===== config.mk =====
export PLATFORM = sky130hd
export DESIGN_NAME = planificador_necesidades
export DESIGN_NICKNAME = d
export VERILOG_FILES = /design/src/rtl/tamagotchi_pkg.sv /design/src/rtl/prescaler_tick.sv /design/src/rtl/planificador_necesidades.sv
export SDC_FILE = /design/constraint.sdc
export NUM_CORES = 1
export LEC_CHECK = 0
export CAP_MARGIN = 20
export CORE_MARGIN = 3
export CORE_UTILIZATION = 40
export CTS_CLUSTER_DIAMETER = 120
export DETAILED_ROUTE_END_ITERATION = 10
export PLACE_DENSITY = 0.68
export REMOVE_ABC_BUFFERS = 1
export SLEW_MARGIN = 15
export SYNTH_ARGS = -nofsm -noshare
export SYNTH_HDL_FRONTEND = slang
export SYNTH_SLANG_ARGS = --single-unit
export TNS_END_PERCENT = 20

===== constraint.sdc =====
create_clock -name clk -period 9.85 [get_ports clk]
set_input_delay 0.985 -clock clk [delete_from_list [all_inputs] [get_ports clk]]
set_output_delay 0.985 -clock clk [all_outputs]
set_load 0.05 [all_outputs]

===== src/rtl/tamagotchi_pkg.sv =====
// Shared definitions for the Tamagotchi core: state encoding, level limits,
// button effects and the level clamp helper.
package tamagotchi_pkg;

  typedef enum logic [1:0] {
    ST_NORMAL = 2'd0,
    ST_DORMIR = 2'd1,
    ST_MUERTO = 2'd2
  } estado_t;

  typedef struct packed {
    logic alimentar;
    logic jugar;
    logic dormir;
  } botones_t;

  localparam int NIVEL_MAX           = 7;
  localparam int NIVEL_RESET         = 5;
  localparam int UMBRAL_BIEN         = 4;
  localparam int BONO_ALIMENTAR      = 2;
  localparam int BONO_JUGAR_ANIMO    = 2;
  localparam int COSTE_JUGAR_ENERGIA = 1;

  function automatic int ancho_cnt(input int n);
    return (n > 1) ? $clog2(n) : 1;
  endfunction

  // Levels are combined in 5-bit signed arithmetic, then saturated to 0..7.
  function automatic logic [2:0] nivel_sat(input logic signed [4:0] v);
    if (v < 5'sd0)
      return 3'd0;
    else if (v > 5'(NIVEL_MAX))
      return 3'(NIVEL_MAX);
    else
      return v[2:0];
  endfunction

endpackage


===== src/rtl/prescaler_tick.sv =====
// Tick generator: one-cycle pulse every TICK_DIV clocks, or every TEST_DIV
// clocks while test mode is selected. A mode change restarts the phase.
module prescaler_tick
  import tamagotchi_pkg::*;
#(
  parameter int TICK_DIV = 50_000_000,
  parameter int TEST_DIV = 4
) (
  input  logic clk,
  input  logic rst_n,
  input  logic i_test,
  output logic o_tick
);

  localparam int MAX_DIV = (TICK_DIV > TEST_DIV) ? TICK_DIV : TEST_DIV;
  localparam int CW      = ancho_cnt(MAX_DIV);

  logic [CW-1:0] r_cnt;
  logic          r_test_q;
  logic [CW-1:0] w_div_m1;
  logic          w_test_chg;

  assign w_div_m1   = i_test ? CW'(TEST_DIV - 1) : CW'(TICK_DIV - 1);
  assign w_test_chg = i_test ^ r_test_q;
  assign o_tick     = ~w_test_chg & (r_cnt == w_div_m1);

  always_ff @(posedge clk or negedge rst_n) begin
    if (!rst_n) begin
      r_cnt    <= '0;
      r_test_q <= 1'b0;
    end else begin
      r_test_q <= i_test;
      if (w_test_chg || o_tick)
        r_cnt <= '0;
      else
        r_cnt <= r_cnt + 1'b1;
    end
  end

endmodule


===== src/rtl/planificador_necesidades.sv =====
// Need scheduler: ages hambre/energia/animo on the shared tick, applies
// arbitrated button actions and emits level-up pulses while the pet is well.
module planificador_necesidades
  import tamagotchi_pkg::*;
#(
  parameter int TICK_DIV      = 50_000_000,
  parameter int TEST_DIV      = 4,
  parameter int DECAY_HAMBRE  = 5,
  parameter int DECAY_ENERGIA = 8,
  parameter int DECAY_ANIMO   = 6,
  parameter int GROW_TICKS    = 10
) (
  input  logic       clk,
  input  logic       B_reset,
  input  logic       B_test,
  input  logic       B_alimentar,
  input  logic       B_jugar,
  input  logic       B_dormir,
  output logic       Entrada_Sube_Nivel,
  output logic [2:0] Nivel_hambre,
  output logic [2:0] Nivel_energia,
  output logic [2:0] Nivel_animo,
  output logic [1:0] Estado
);

  // state  | meaning
  // NORMAL | awake: buttons act, all three needs decay
  // DORMIR | asleep: energia +1 per tick, feed/play ignored
  // MUERTO | absorbing: everything frozen until B_reset

  localparam int HW = ancho_cnt(DECAY_HAMBRE);
  localparam int EW = ancho_cnt(DECAY_ENERGIA);
  localparam int AW = ancho_cnt(DECAY_ANIMO);
  localparam int GW = ancho_cnt(GROW_TICKS);

  estado_t         r_estado, w_estado_sig;
  botones_t        r_prev, w_flanco, w_accion;
  logic [2:0]      r_hambre, r_energia, r_animo;
  logic [2:0]      w_hambre_nuevo, w_energia_nuevo, w_animo_nuevo;
  logic signed [4:0] w_hambre_suma, w_energia_suma, w_animo_suma;
  logic [HW-1:0]   r_cnt_hambre;
  logic [EW-1:0]   r_cnt_energia;
  logic [AW-1:0]   r_cnt_animo;
  logic [GW-1:0]   r_grow_cnt;
  logic            r_pulso;
  logic            w_tick;
  logic            w_en_hambre_animo, w_en_energia, w_acepta_botones, w_recarga;
  logic            w_req_hambre, w_req_energia, w_req_animo;
  logic            w_muere, w_bien, w_grow_fin;

  prescaler_tick #(
    .TICK_DIV (TICK_DIV),
    .TEST_DIV (TEST_DIV)
  ) u_prescaler (
    .clk    (clk),
    .rst_n  (B_reset),
    .i_test (B_test),
    .o_tick (w_tick)
  );

  // Edge detect, then fixed priority alimentar > jugar > dormir.
  assign w_flanco = botones_t'({B_alimentar, B_jugar, B_dormir}) & ~r_prev;

  always_comb begin
    w_accion           = '0;
    w_accion.alimentar = w_flanco.alimentar;
    w_accion.jugar     = w_flanco.jugar & ~w_flanco.alimentar;
    w_accion.dormir    = w_flanco.dormir & ~w_flanco.jugar & ~w_flanco.alimentar;
  end

  always_ff @(posedge clk or negedge B_reset) begin
    if (!B_reset)
      r_prev <= '0;
    else
      r_prev <= botones_t'({B_alimentar, B_jugar, B_dormir});
  end

  always_ff @(posedge clk or negedge B_reset) begin
    if (!B_reset)
      r_estado <= ST_NORMAL;
    else
      r_estado <= w_estado_sig;
  end

  always_comb begin
    w_estado_sig = r_estado;
    case (r_estado)
      ST_NORMAL: begin
        if (w_muere)
          w_estado_sig = ST_MUERTO;
        else if (w_accion.dormir)
          w_estado_sig = ST_DORMIR;
      end
      ST_DORMIR: begin
        if (w_muere)
          w_estado_sig = ST_MUERTO;
        else if (w_accion.dormir || (w_energia_nuevo == 3'(NIVEL_MAX)))
          w_estado_sig = ST_NORMAL;
      end
      default: w_estado_sig = ST_MUERTO;
    endcase
  end

  always_comb begin
    w_en_hambre_animo = 1'b0;
    w_en_energia      = 1'b0;
    w_acepta_botones  = 1'b0;
    w_recarga         = 1'b0;
    case (r_estado)
      ST_NORMAL: begin
        w_en_hambre_animo = 1'b1;
        w_en_energia      = 1'b1;
        w_acepta_botones  = 1'b1;
      end
      ST_DORMIR: begin
        w_en_hambre_animo = 1'b1;
        w_recarga         = 1'b1;
      end
      default: ;
    endcase
  end

  assign w_req_hambre  = w_tick & w_en_hambre_animo & (r_cnt_hambre  == HW'(DECAY_HAMBRE - 1));
  assign w_req_animo   = w_tick & w_en_hambre_animo & (r_cnt_animo   == AW'(DECAY_ANIMO - 1));
  assign w_req_energia = w_tick & w_en_energia      & (r_cnt_energia == EW'(DECAY_ENERGIA - 1));

  always_ff @(posedge clk or negedge B_reset) begin
    if (!B_reset) begin
      r_cnt_hambre  <= '0;
      r_cnt_energia <= '0;
      r_cnt_animo   <= '0;
    end else begin
      if (w_tick && w_en_hambre_animo) begin
        r_cnt_hambre <= w_req_hambre ? '0 : r_cnt_hambre + 1'b1;
        r_cnt_animo  <= w_req_animo  ? '0 : r_cnt_animo + 1'b1;
      end
      if (w_tick && w_en_energia)
        r_cnt_energia <= w_req_energia ? '0 : r_cnt_energia + 1'b1;
    end
  end

  // Decay and button effects fold into one saturated update per cycle.
  always_comb begin
    w_hambre_suma  = $signed({2'b00, r_hambre});
    w_energia_suma = $signed({2'b00, r_energia});
    w_animo_suma   = $signed({2'b00, r_animo});
    if (w_req_hambre)
      w_hambre_suma = w_hambre_suma - 5'sd1;
    if (w_req_energia)
      w_energia_suma = w_energia_suma - 5'sd1;
    if (w_req_animo)
      w_animo_suma = w_animo_suma - 5'sd1;
    if (w_acepta_botones && w_accion.alimentar)
      w_hambre_suma = w_hambre_suma + 5'(BONO_ALIMENTAR);
    if (w_acepta_botones && w_accion.jugar) begin
      w_animo_suma   = w_animo_suma + 5'(BONO_JUGAR_ANIMO);
      w_energia_suma = w_energia_suma - 5'(COSTE_JUGAR_ENERGIA);
    end
    if (w_recarga && w_tick)
      w_energia_suma = w_energia_suma + 5'sd1;
  end

  assign w_hambre_nuevo  = nivel_sat(w_hambre_suma);
  assign w_energia_nuevo = nivel_sat(w_energia_suma);
  assign w_animo_nuevo   = nivel_sat(w_animo_suma);
  assign w_muere         = (w_hambre_nuevo == 3'd0) && (w_energia_nuevo == 3'd0);

  always_ff @(posedge clk or negedge B_reset) begin
    if (!B_reset) begin
      r_hambre  <= 3'(NIVEL_RESET);
      r_energia <= 3'(NIVEL_RESET);
      r_animo   <= 3'(NIVEL_RESET);
    end else if (r_estado != ST_MUERTO) begin
      r_hambre  <= w_hambre_nuevo;
      r_energia <= w_energia_nuevo;
      r_animo   <= w_animo_nuevo;
    end
  end

  assign w_bien = (r_estado == ST_NORMAL) &&
                  (r_hambre  >= 3'(UMBRAL_BIEN)) &&
                  (r_energia >= 3'(UMBRAL_BIEN)) &&
                  (r_animo   >= 3'(UMBRAL_BIEN));
  assign w_grow_fin = w_bien && w_tick && (r_grow_cnt == GW'(GROW_TICKS - 1));

  always_ff @(posedge clk or negedge B_reset) begin
    if (!B_reset) begin
      r_grow_cnt <= '0;
      r_pulso    <= 1'b0;
    end else begin
      if (!w_bien)
        r_grow_cnt <= '0;
      else if (w_tick)
        r_grow_cnt <= w_grow_fin ? '0 : r_grow_cnt + 1'b1;
      // Suppressed if a same-cycle action takes the pet out of NORMAL.
      r_pulso <= w_grow_fin && (w_estado_sig == ST_NORMAL);
    end
  end

  assign Entrada_Sube_Nivel = r_pulso;
  assign Nivel_hambre       = r_hambre;
  assign Nivel_energia      = r_energia;
  assign Nivel_animo        = r_animo;
  assign Estado             = r_estado;

endmodule


# After elaboration in Yosys (flattened, before gate mapping)
# Index checks and enable logic that the tools add are counted.
op_classes:
  mux: 29
  addsub: 12
  eq_ne: 9
  n_lt_le_gt_ge: 9
  n_bitwise: 15
  reduce_logical: 19
op_table:
  columns: ["operator", "count"]
  rows:
  - ["26-bit 2-to-1 mux", 2]
  - ["5-bit 2-to-1 mux", 7]
  - ["3-bit 2-to-1 mux", 9]
  - ["26-bit by 1-bit adder with 26-bit output (second input constant)", 1]
  - ["26-bit equality test", 1]
  - ["5-bit by 4-bit > comparator with 1-bit output (second input constant)", 3]
  - ["5-bit by 1-bit < comparator with 1-bit output (second input constant)", 3]
  - ["3-bit equality test (second input constant)", 4]
  - ["1-bit logical AND", 12]
  - ["4-bit 2-to-1 mux", 3]
  - ["3-bit by 1-bit subtractor with 4-bit output (second input constant)", 3]
  - ["5-bit by 3-bit adder with 5-bit output (second input constant)", 2]
  - ["3-bit by 1-bit adder with 3-bit output (second input constant)", 3]
  - ["1-bit bitwise AND", 9]
  - ["3-bit greater-or-equal comparator (second input constant)", 3]
  - ["2-bit 2-to-1 mux", 4]
  - ["3-bit zero test", 2]
  - ["5-bit by 2-bit adder with 5-bit output (second input constant)", 1]
  - ["5-bit by 2-bit subtractor with 5-bit output (second input constant)", 1]
  - ["4-bit by 1-bit adder with 4-bit output (second input constant)", 1]
  - ["4-bit equality test (second input constant)", 1]
  - ["2-bit zero test", 2]
  - ["2-bit one-hot mux with 2 select lines", 1]
  - ["3-bit bitwise AND", 1]
  - ["other kinds (9)", 14]
word_totals:
  out_inout_bits: 12
  wordCells: 107
  in_bits: 6
  regBits: 55

# Longest topological paths before layout
logic_depth:
  depth_word: 20
  ltp_mapped: 16
  depth_no_buf: 16

# Modules after synthesis
# From an unflattened synthesis, not the netlist that was laid out.
hier_totals:
  cells_unflattened: 379
  hier_area_um2: 3535.9
by_module_without_submodules:
  columns: ["mod", "area_per_inst_um2", "seq_area_each_um2", "n_inst", "cells_each"]
  rows:
  - ["planificador_necesidades", 1991.9, 708.2, 1, 219]
  - ["prescaler_tick", 1544.0, 675.6, 1, 160]

# Worst setup path before layout
# No wires, ideal clock.
synth_timing:
  kind: "in2reg"
  from: "input port B_test"
  to: "register r_estado[0] (netlist: Estado[0])"
  setup_time_ps: 94
  cell_stages: 13
  path_buffers: 0
  required_ps: 9756
  setup_slack_ps: 5590
  arrival_time_ps: 4166
  path_cell_list: "nand4b_1 > or3_4 > a211o_4 > nor3_2 > xnor2_1 > ha_1 > o22ai_1 > ha_1 > xnor3_1 > and3_1 > a31oi_1 > o311ai_0 > a211oi_1"
synth_between:
  elab_chain_cells: 18
  elab_cells_between_ends: 35
  classes_between: "3 x add/sub; 4 x order compare; 2 x eq/ne; 14 x mux; 7 x bitwise; 5 x reduce/logical"
synth_lines:
  columns: ["item", "line", "source"]
  rows:
  - ["from (decl)", "planificador_necesidades.sv:15", "input logic B_test,"]
  - ["26-bit 2-to-1 mux / 1-bit XOR (equally long branches)", "prescaler_tick.sv:23, prescaler_tick.sv:24", null]
  - ["26-bit equality test / 1-bit NOT (equally long branches)", "prescaler_tick.sv:25", "assign o_tick = ~w_test_chg & (r_cnt == w_div_m1);"]
  - ["1-bit bitwise AND *", "prescaler_tick.sv:25", null]
  - ["1-bit bitwise AND (2 in a row)", "planificador_necesidades.sv:125", "assign w_req_energia = w_tick & w_en_energia & (r_cnt_energia == EW'(DECAY_ENERGIA - 1));"]
  - ["5-bit 2-to-1 mux", "planificador_necesidades.sv:149", "if (w_req_energia)"]
  - ["5-bit by 2-bit subtractor with 5-bit output", "planificador_necesidades.sv:157", "w_energia_suma = w_energia_suma - 5'(COSTE_JUGAR_ENERGIA);"]
  - ["5-bit 2-to-1 mux", "planificador_necesidades.sv:155", "if (w_acepta_botones && w_accion.jugar) begin"]
  - ["5-bit by 2-bit adder with 5-bit output", "planificador_necesidades.sv:160", "w_energia_suma = w_energia_suma + 5'sd1;"]
  - ["[2 not listed]", null, null]
  - ["3-bit 2-to-1 mux", "tamagotchi_pkg.sv:32", "else if (v > 5'(NIVEL_MAX))"]
  - ["3-bit 2-to-1 mux", "tamagotchi_pkg.sv:30", "if (v < 5'sd0)"]
  - ["3-bit equality test", "planificador_necesidades.sv:97", "else if (w_accion.dormir || (w_energia_nuevo == 3'(NIVEL_MAX)))"]
  - ["1-bit logical OR", "planificador_necesidades.sv:97", null]
  - ["2-bit 2-to-1 mux", "planificador_necesidades.sv:97", null]
  - ["2-bit 2-to-1 mux", "planificador_necesidades.sv:95", "if (w_muere)"]
  - ["2-bit one-hot mux with 2 select lines *", "planificador_necesidades.sv:87", "case (r_estado)"]
  - ["via w_estado_sig[0]", "planificador_necesidades.sv:36", "estado_t r_estado, w_estado_sig;"]
  - ["to (signal assigned)", "planificador_necesidades.sv:82", "r_estado <= w_estado_sig;"]
  - ["to (decl)", "planificador_necesidades.sv:36", null]
# Mark *: on every way through the listed nets, which the timed path passes. The rest lies on a longest branch.
# A chain may end at the register's enable or synchronous reset.

# Final worst setup path
# Same ends and word-level chain as after synthesis.

==> flow_summary.ini <==
[placement]
hpwl_um = 5530
place_congestion = 0.907
io_buffers = 17

[pwr]
p_total_w = 0.000745
p_leak_nw = 1.60
irDropWorstVdd_v = 0.0000792
power_density_nw_per_um2 = 196

[setup_path]
worstSetupPathType = input pin to flip-flop
path_max_fanout = 9
end_kind = flip-flop
crit_arrival_ns = 5.12
cp_data_required_time_ns = 10.07
worst_setup_path_start_kind = input pin

[routing]
drt.antenna.violating_nets = 0
vias = 2772
drc = 0
drt_pass1_iterations = 4
vias_per_cell = 5.56
wirelength_um = 7410
wl_per_cell_um = 14.9
drt_iter0_markers = 115

[synth]
synth_edf_count = 0
synth_top_area_share_pct = 35.8
syn_area_sq_um = 3420
ys_ff_latch = 55
syn_area_per_cell_sq_um = 9.13
synth_area_leader_cell = dfrtp_1
async_flop_share_pct = 100
syn_inst = 375
yosysSeqAreaShare_pct = 40.4
ys.flop_type = dfrtp_1
ys_top_cells_by_area = dfrtp_1 36%, ha_1 6.2%, nor2_1 5.8%, xor2_1 5.1%, dfstp_2 4.6%
ys_types = 58
synth_warnings = 0

[timing]
slew_violations = 0
fin_crit_sh_pct = 49.8
hold_viol_final = 0
skew_ns = 0.00903
fin_crit_ns = 4.90
setup_viol = 0
relSlewSlack_pct = 52.2
rsz0062_at_grt = false
tightest_slew_ns = 0.714
fmax_mhz = 204
finalSetupTns_ns = 0

[global_routing]
grtUsageMet2_pct = 26.7
antenna_found_initial = 0
grt-ovfl-total = 0
grt_use_met1_pct = 19.9
use_met3_pct = 2.83
grt_pass1_wl_um = 12500
grt_pass1_vias = 2739
track_usage_pct = 15.4
grt_max_degree = 56
grt-busiest-layer = met2

[clocking]
clkSlewWorstSetupHoldPaths_ns = 0.10
post_cts_buffers = 0
root_buffer = clkbuf_8
cts_buffers = 5
cts_tree = done
cts_resized = 0
clockBufferDepth = 2
insertion_delay_ns = 0.32
cts.sinks = 55
htreeDepth = 2
cts_hold_buf = 0

[cells_and_area]
finish.utilization_pct = 46.0
antenna_cells = 0
syn_to_final_growth_pct = 10.9
layout-drive-gt1-share_pct = 8.12
fin_nets = 416

[floorplan]
initial_core_util_pct = 41.5
die_y_um = 98.5
io_pins = 18
fp.dieArea_sq_um = 9700
rows = 33
die_w_um = 98.5
core-area_sq_um = 8260

[run_status]
status = finished clean

[worst_hold_path]
worstHoldPathType = flip-flop to flip-flop

[run]
drv_cap = 0
==> critical path, cell delays in order <==
cell and delay (ns):
clkdlybuf4s50_1 0.55, nand4b_1 0.24, or3_4 0.43, a211o_4 0.39, nor3_2 0.41, xnor2_1 0.22
ha_1 0.29, o22ai_1 0.22, ha_1 0.25, xnor3_1 0.40, and3_1 0.19, a31oi_1 0.14
o311ai_0 0.12, a211oi_1 0.29
==> kinds of logic after synthesis <==
kind of cell | share of synthesized area (%)
buffers and inverters | 2.74
adder cells (fa/ha/maj) | 6.21
multiplexers | 2.74
AND/OR/NAND/NOR | 25.1
XOR/XNOR | 9.36
AO/OA/AOI/OAI | 13.4
flip-flops | 40.4
==> metrics by stage <==
stage	hold WS (ns)	setup WS [ns]	instance area, sq um	std cells
after global placement	0.464	4.81	3700	491
final	0.486	4.95	3800	499
after CTS	0.486	5.01	3800	499
after global routing	0.538	4.63	3800	499
after detailed placement	0.466	4.70	3700	491
after floorplan	0.443	5.59	3390	367
==> cells in the final DEF (no fill, tap or decap), types with 4 or more instances in the layout <==
cell type        instances
xor2_1                  20
and3_1                   7
mux2i_1                  6
nor3_1                  10
ha_1                    17
o21ai_0                 18
clkbuf_8                 5
nand4_1                  9
inv_1                   16
dfrtp_1                 49
nand3_1                 16
a31oi_1                  5
xnor2_1                 14
clkdlybuf4s50_1         16
nor4_1                   7
nand2b_1                 4
a21oi_1                 15
nand2_1                 33
dfstp_2                  6
nor2_1                  53
nor2b_1                  6
==> cells in the mapped netlist, types with 4 or more instances <==
library cell,number
inv_1,16
a21oi_1,15
nand4_1,9
xnor2_1,14
nand2_1,33
nor3_1,10
nor4_1,7
dfrtp_1,49
ha_1,17
a31oi_1,5
nand2b_1,4
dfstp_2,6
nor2b_1,6
nor2_1,53
xor2_1,20
mux2i_1,6
nand3_1,16
clkbuf_1,5
o21ai_0,18
and3_1,7
==> routing by layer <==
layer	up-vias	wire [um]
met3	8	260
met4	0	34
met5	-	0
met1	1339	3420
li1	1378	-
met2	47	3700
==> area by class of cell <==
cell class	instances	area (sq um)
clock inverters	3	26.3
fillers	811	4460
inverters	16	60.1
clock buffers	5	68.8
flip-flops and latches	55	1380
well taps	105	131
repair buffers	19	180
multi-input cells	296	1950
==> flip-flops by register name (all words and copies together), names as in the netlist <==
| name | count |
|---|---|
| Nivel_animo | 3 |
| r_cnt_energia | 3 |
| r_cnt_hambre | 3 |
| Estado | 2 |
| r_cnt_animo | 3 |
| u_prescaler.r_cnt | 26 |
| u_prescaler.r_test_q | 1 |
| Nivel_energia | 3 |
| r_prev | 3 |
| r_grow_cnt | 4 |
| Nivel_hambre | 3 |
| Entrada_Sube_Nivel | 1 |
==> report_power, final <==
part           switching, W  internal, W
registers         0.0000396     0.000255
clock network     0.0000798    0.0000525
logic              0.000198     0.000120
==> worst paths after layout <==
kind | startpoint | slack [ns] | cells after the start | endpoint
worst max register to register | u_prescaler.r_cnt[22]$_DFF_PN0_ | 5.56 | 13 | Estado[0]$_DFF_PN0_
worst max-delay path | B_test | 4.95 | 14 | Estado[0]$_DFF_PN0_
worst min-delay path | r_grow_cnt[3]$_DFFE_PN0P_ | 0.49 | 1 | r_grow_cnt[3]$_DFFE_PN0P_
max in group asynchronous | B_reset | 8.60 | 2 | u_prescaler.r_cnt[25]$_DFF_PN0_
worst min register to register | r_grow_cnt[3]$_DFFE_PN0P_ | 0.49 | 1 | r_grow_cnt[3]$_DFFE_PN0P_
min in group asynchronous | B_reset | 0.78 | 2 | r_grow_cnt[3]$_DFFE_PN0P_
Note: power is estimated with default switching activity, not from simulation.
